--- src/rtl/fifo_width_unpacker.sv ---
// Pops one wide word from a peek-mode FIFO and replays it as RATIO narrow beats
// on a valid/ready stream, flagging the final slice of each word with out_last.
module fifo_width_unpacker #(
    parameter int IN_WIDTH  = 32,
    parameter int OUT_WIDTH = 8,
    parameter bit LSB_FIRST = 1'b1
) (
    input  logic                 clk,
    input  logic                 reset,
    input  logic [IN_WIDTH-1:0]  fifo_read_data,
    input  logic                 fifo_valid,
    output logic                 fifo_rdEn,
    output logic                 fifo_peek,
    output logic [OUT_WIDTH-1:0] out_data,
    output logic                 out_valid,
    input  logic                 out_ready,
    output logic                 out_last,
    input  logic                 abort,
    output logic [15:0]          words_done
);

    localparam int RATIO    = IN_WIDTH / OUT_WIDTH;
    localparam int CNT_BITS = $clog2(RATIO);
    localparam logic [CNT_BITS-1:0] LAST_CNT = CNT_BITS'(RATIO - 1);

    typedef enum logic {
        ST_EMPTY  = 1'b0,
        ST_LOADED = 1'b1
    } state_t;

    state_t                r_state;
    logic [IN_WIDTH-1:0]   r_hold;
    logic [CNT_BITS-1:0]   r_cnt;
    logic [15:0]           r_words_done;

    logic                  w_hs;
    logic                  w_need;
    logic [CNT_BITS-1:0]   w_idx;
    logic [OUT_WIDTH-1:0]  w_slices [RATIO];

    for (genvar g = 0; g < RATIO; g++) begin : g_slice
        assign w_slices[g] = r_hold[g*OUT_WIDTH +: OUT_WIDTH];
    end

    if (LSB_FIRST) begin : g_lsb_first
        assign w_idx = r_cnt;
    end else begin : g_msb_first
        assign w_idx = LAST_CNT - r_cnt;
    end

    // Peeking keeps fifo_valid independent of fifo_rdEn, so the pop decision
    // below never closes a combinational loop through the FIFO empty logic.
    assign fifo_peek  = ~reset;
    assign out_valid  = (r_state == ST_LOADED) & ~reset;
    assign out_last   = out_valid & (r_cnt == LAST_CNT);
    assign out_data   = w_slices[w_idx];
    assign words_done = r_words_done;

    assign w_hs      = out_valid & out_ready;
    assign w_need    = (r_state == ST_EMPTY) | (w_hs & out_last);
    assign fifo_rdEn = ~reset & ~abort & fifo_valid & w_need;

    // NOTE: non-blocking assignments throughout so every branch sees the
    // pre-edge state; the hold register is reset too, purely for determinism.
    always_ff @(posedge clk) begin
        if (reset) begin
            r_state      <= ST_EMPTY;
            r_cnt        <= '0;
            r_hold       <= '0;
            r_words_done <= '0;
        end else if (abort) begin
            r_state <= ST_EMPTY;
            r_cnt   <= '0;
        end else if (w_hs) begin
            if (out_last) begin
                r_words_done <= r_words_done + 16'd1;
                r_cnt        <= '0;
                if (fifo_rdEn) begin
                    r_hold <= fifo_read_data;
                end else begin
                    r_state <= ST_EMPTY;
                end
            end else begin
                r_cnt <= r_cnt + 1'b1;
            end
        end else if ((r_state == ST_EMPTY) && fifo_rdEn) begin
            r_hold  <= fifo_read_data;
            r_cnt   <= '0;
            r_state <= ST_LOADED;
        end
    end

endmodule

--- config.mk ---
export PLATFORM = sky130hd
export DESIGN_NAME = fifo_width_unpacker
export DESIGN_NICKNAME = d
export VERILOG_FILES = /design/src/rtl/fifo_width_unpacker.sv
export SDC_FILE = /design/constraint.sdc
export NUM_CORES = 1
export LEC_CHECK = 0
export BUFFER_PORTS_ARGS = -buffer_cell sky130_fd_sc_hd__buf_4
export CAP_MARGIN = 0
export CORE_ASPECT_RATIO = 2
export CORE_UTILIZATION = 51
export DETAILED_ROUTE_END_ITERATION = 6
export PLACE_DENSITY = 0.83
export SLEW_MARGIN = 0
export SYNTH_ARGS = -nofsm -noshare
export SYNTH_HDL_FRONTEND = slang
export SYNTH_SLANG_ARGS = --single-unit
--- constraint.sdc ---
create_clock -name clk -period 3.3 [get_ports clk]
set_clock_uncertainty 0.1 [all_clocks]
set_input_delay 0.99 -clock clk [delete_from_list [all_inputs] [get_ports clk]]
set_output_delay 0.99 -clock clk [all_outputs]
set_load 0.01 [all_outputs]
==> results.toml <==
[run_status]
run_status = "finished, final reports clean"

[routing]
vias = 1831
routed_wirelength_mm = 4.85
route.detailed.drc = 0
drt-pass1-iter-count = 4
wire_per_inst_um = 14.5
drt_iter0_markers = 27
vias_per_cell = 5.48
ant_nets = 0

[finish]
final_design_area_no_fill_um2 = 2820
drive_gt1_share_pct = 30.1
num-nets-final = 321
area_growth_pct = 26.6
antenna_cells = 0

[sta]
finalHoldViolCount = 0
drv_slew = 0
worst_pin_slew_ns = 0.520
post-route-period-util_pct = 90.6
fmax_mhz = 334
rsz0062_at_grt = "no"
setup_violations = 0
relSlewSlack_pct = 65.3
worst_slack_ns = 0.310
setup_tns_ns = 0
min_period_ns = 2.99

[clock_network]
worstSkewPairLatency_ns = 0.30
cts.sinks = 51
cts-root-buf = "clkbuf_8"
clkTransAtPathRegs_ns = 0.08
tritoncts = "built"
cts_setup_buffers = 0
h-tree-depth = 2
holdBufCountCts = 0
cts_resized = 0
numCtsBuffers = 5
clockBufferDepth = 2

[yosys]
ys_seq_area_share_pct = 45.8
synthesis.area_um2 = 2230
ys_ff_latch = 51
synth_nets = 258
synth_area_per_cell_um2 = 10.2
yosysUniqueCellTypes = 29
synth_cells = 219
synth-main-ff-cell = "dfxtp_1"
yosysTopAreaCell = "dfxtp_1"
yosysMostFrequentCell = "dfxtp_1"
synth-edff-count = 0
ys_async_sr_fraction_pct = 0
synthTopCellsByCount = "51 x dfxtp_1, 40 x nor2_1, 32 x mux2i_1"
yosys-top-cells-area = "dfxtp_1 46%, mux2i_1 14%, mux4_2 8.1%"
synth_top_area_share_pct = 45.8
ys.warnings.count = 0

[critical_path]
ff2ff_setup_slack_ns = 1.00
crit_path_start = "out_ready"
arrival_ns = 1.90
critPathMaxFanout = 4
rr_worst_depth = 6
cp.depth = 4
worstPathCellList = "buf_4, nand2_1, a2111oi_4, buf_4"
cpLargestDelayFamily = "compound AO/OA/AOI/OAI gates"
end_kind = "primary output"
reg2reg_to = "r_hold[26]$_SDFFE_PP0P_"
cpMostUsedCell = "buf_4"
startpoint_type = "input port"
cp_num_buf_inv = 2
slowest_delay_ns = 0.51
slowest_stage = "a2111oi_4"
worstPathRequired_ns = 2.21
criticalPathCategory = "in2out"
r2r-start = "r_cnt[1]$_SDFFE_PP0P_"
cp-endpoint = "fifo_rdEn"

[job]
cap_viol_max_count = 0

[grt]
grt_usage_pct = 22.6
grt_max_degree = 33
grt_pass1_vias = 1822
grt_first_pass_wirelength_mm = 8.00
overflow = 0
antenna_found_initial = 0

[floorplanning]
pin_count = 65
rows = 33
fp.dieW_um = 48.7
initial_core_util_pct = 54.0
die_h_um = 95.5
die-area_um2 = 4650
coreArea_um2 = 4130

[min_path]
hold-path-cell-count = 2
hp-start = "r_hold[28]$_SDFFE_PP0P_"
hp-class = "reg2reg"

[power]
ir_worst_vdd_mv = 0.315
switching_share_pct = 22.1
switchingPower_w = 0.000241
clkPwrFrac_pct = 32.6
power_w = 0.00109
pwr_density_cell_nw_per_um2 = 387
p_leak_nw = 1.13
combPwrFrac_pct = 9.1
p_seq_share_pct = 58.3
p_int_w = 0.000850

[place]
gp_congestion = 0.744
hpwl_mm = 3.56
placedInstanceArea_um2 = 2730
io_buffers = 64
dp_slack_ns = 0.346
worst min-delay path: stages, from the launching register on:
cell and delay [ns]:
dfxtp_1 0.33, mux2i_1 0.06, nor2_1 0.07
sequential cells by signal, summed over array words and instances, names as in the netlist:
name        flops
r_cnt           2
words_done     16
r_state         1
r_hold         32
worst min path at each step:
stage / end
after global routing: words_done[15]$_SDFFE_PP0P_
after floorplan: r_hold[16]$_SDFFE_PP0P_
after global placement: r_hold[31]$_SDFFE_PP0P_
after detailed placement: r_hold[8]$_SDFFE_PP0P_
after CTS: words_done[15]$_SDFFE_PP0P_
final: r_hold[28]$_SDFFE_PP0P_
metal layers:
| metal | GRT usage [%] | up-vias | share of wire [%] |
|---|---|---|---|
| met2 | 43.3 | 48 | 56 |
| met3 | 4.94 | 10 | 4.5 |
| met5 | 0 | - | 0 |
| met1 | 22.1 | 876 | 36 |
| li1 | - | 897 | - |
| met4 | 11.5 | 0 | 2.8 |
power by group through the flow:
stage	Combinational [W]	Sequential [W]	Clock [W]
global route	0.000108	0.000638	0.000391
detailed placement	0.0000998	0.000650	0
finish	0.0000993	0.000636	0.000356
CTS	0.000100	0.000636	0.000365
global placement	0.0000983	0.000649	0
floorplan	0.0000531	0.000647	0
cell families after synthesis:
group,Yosys count,synth area share (%)
and+or+nand+nor,83,18.0
DFF,51,45.8
muxes,40,22.5
AOI/OAI and AO/OA,19,5.50
buffers and inverters,16,3.99
xor gates and xnor gates,8,3.14
adders and majority gates,2,1.12
layout by cell type (no fill, tap or decap), types with 3 or more instances in the layout:
| cell type | instances |
|---|---|
| mux2i_1 | 32 |
| a21oi_1 | 9 |
| clkbuf_8 | 6 |
| nand3_1 | 10 |
| nand4_1 | 5 |
| and2_1 | 3 |
| nand2_1 | 8 |
| xor2_1 | 7 |
| o21ai_0 | 7 |
| inv_1 | 3 |
| mux4_2 | 8 |
| buf_4 | 69 |
| and4_1 | 3 |
| or3_1 | 7 |
| dfxtp_1 | 51 |
| nor2_1 | 40 |
metrics by stage:
| step | cells | hold WS [ns] | util [%] |
|---|---|---|---|
| floorplan | 219 | 0.355 | - |
| CTS | 334 | 0.399 | 68.3 |
| global placement | 327 | 0.367 | 66.2 |
| global route | 334 | 0.412 | 68.3 |
| finish | 334 | 0.396 | 68.3 |
| detailed placement | 327 | 0.383 | 66.2 |
area by class of cell:
cell class	count	area (um^2)
inverters	3	11.3
fillers	348	1310
multi-input cells	152	1120
flip-flops and latches	51	1020
repair buffers	69	518
well taps	52	65.1
clock buffers	6	82.6
clock inverters	1	5.00
Power figures use the tool's default switching activity.
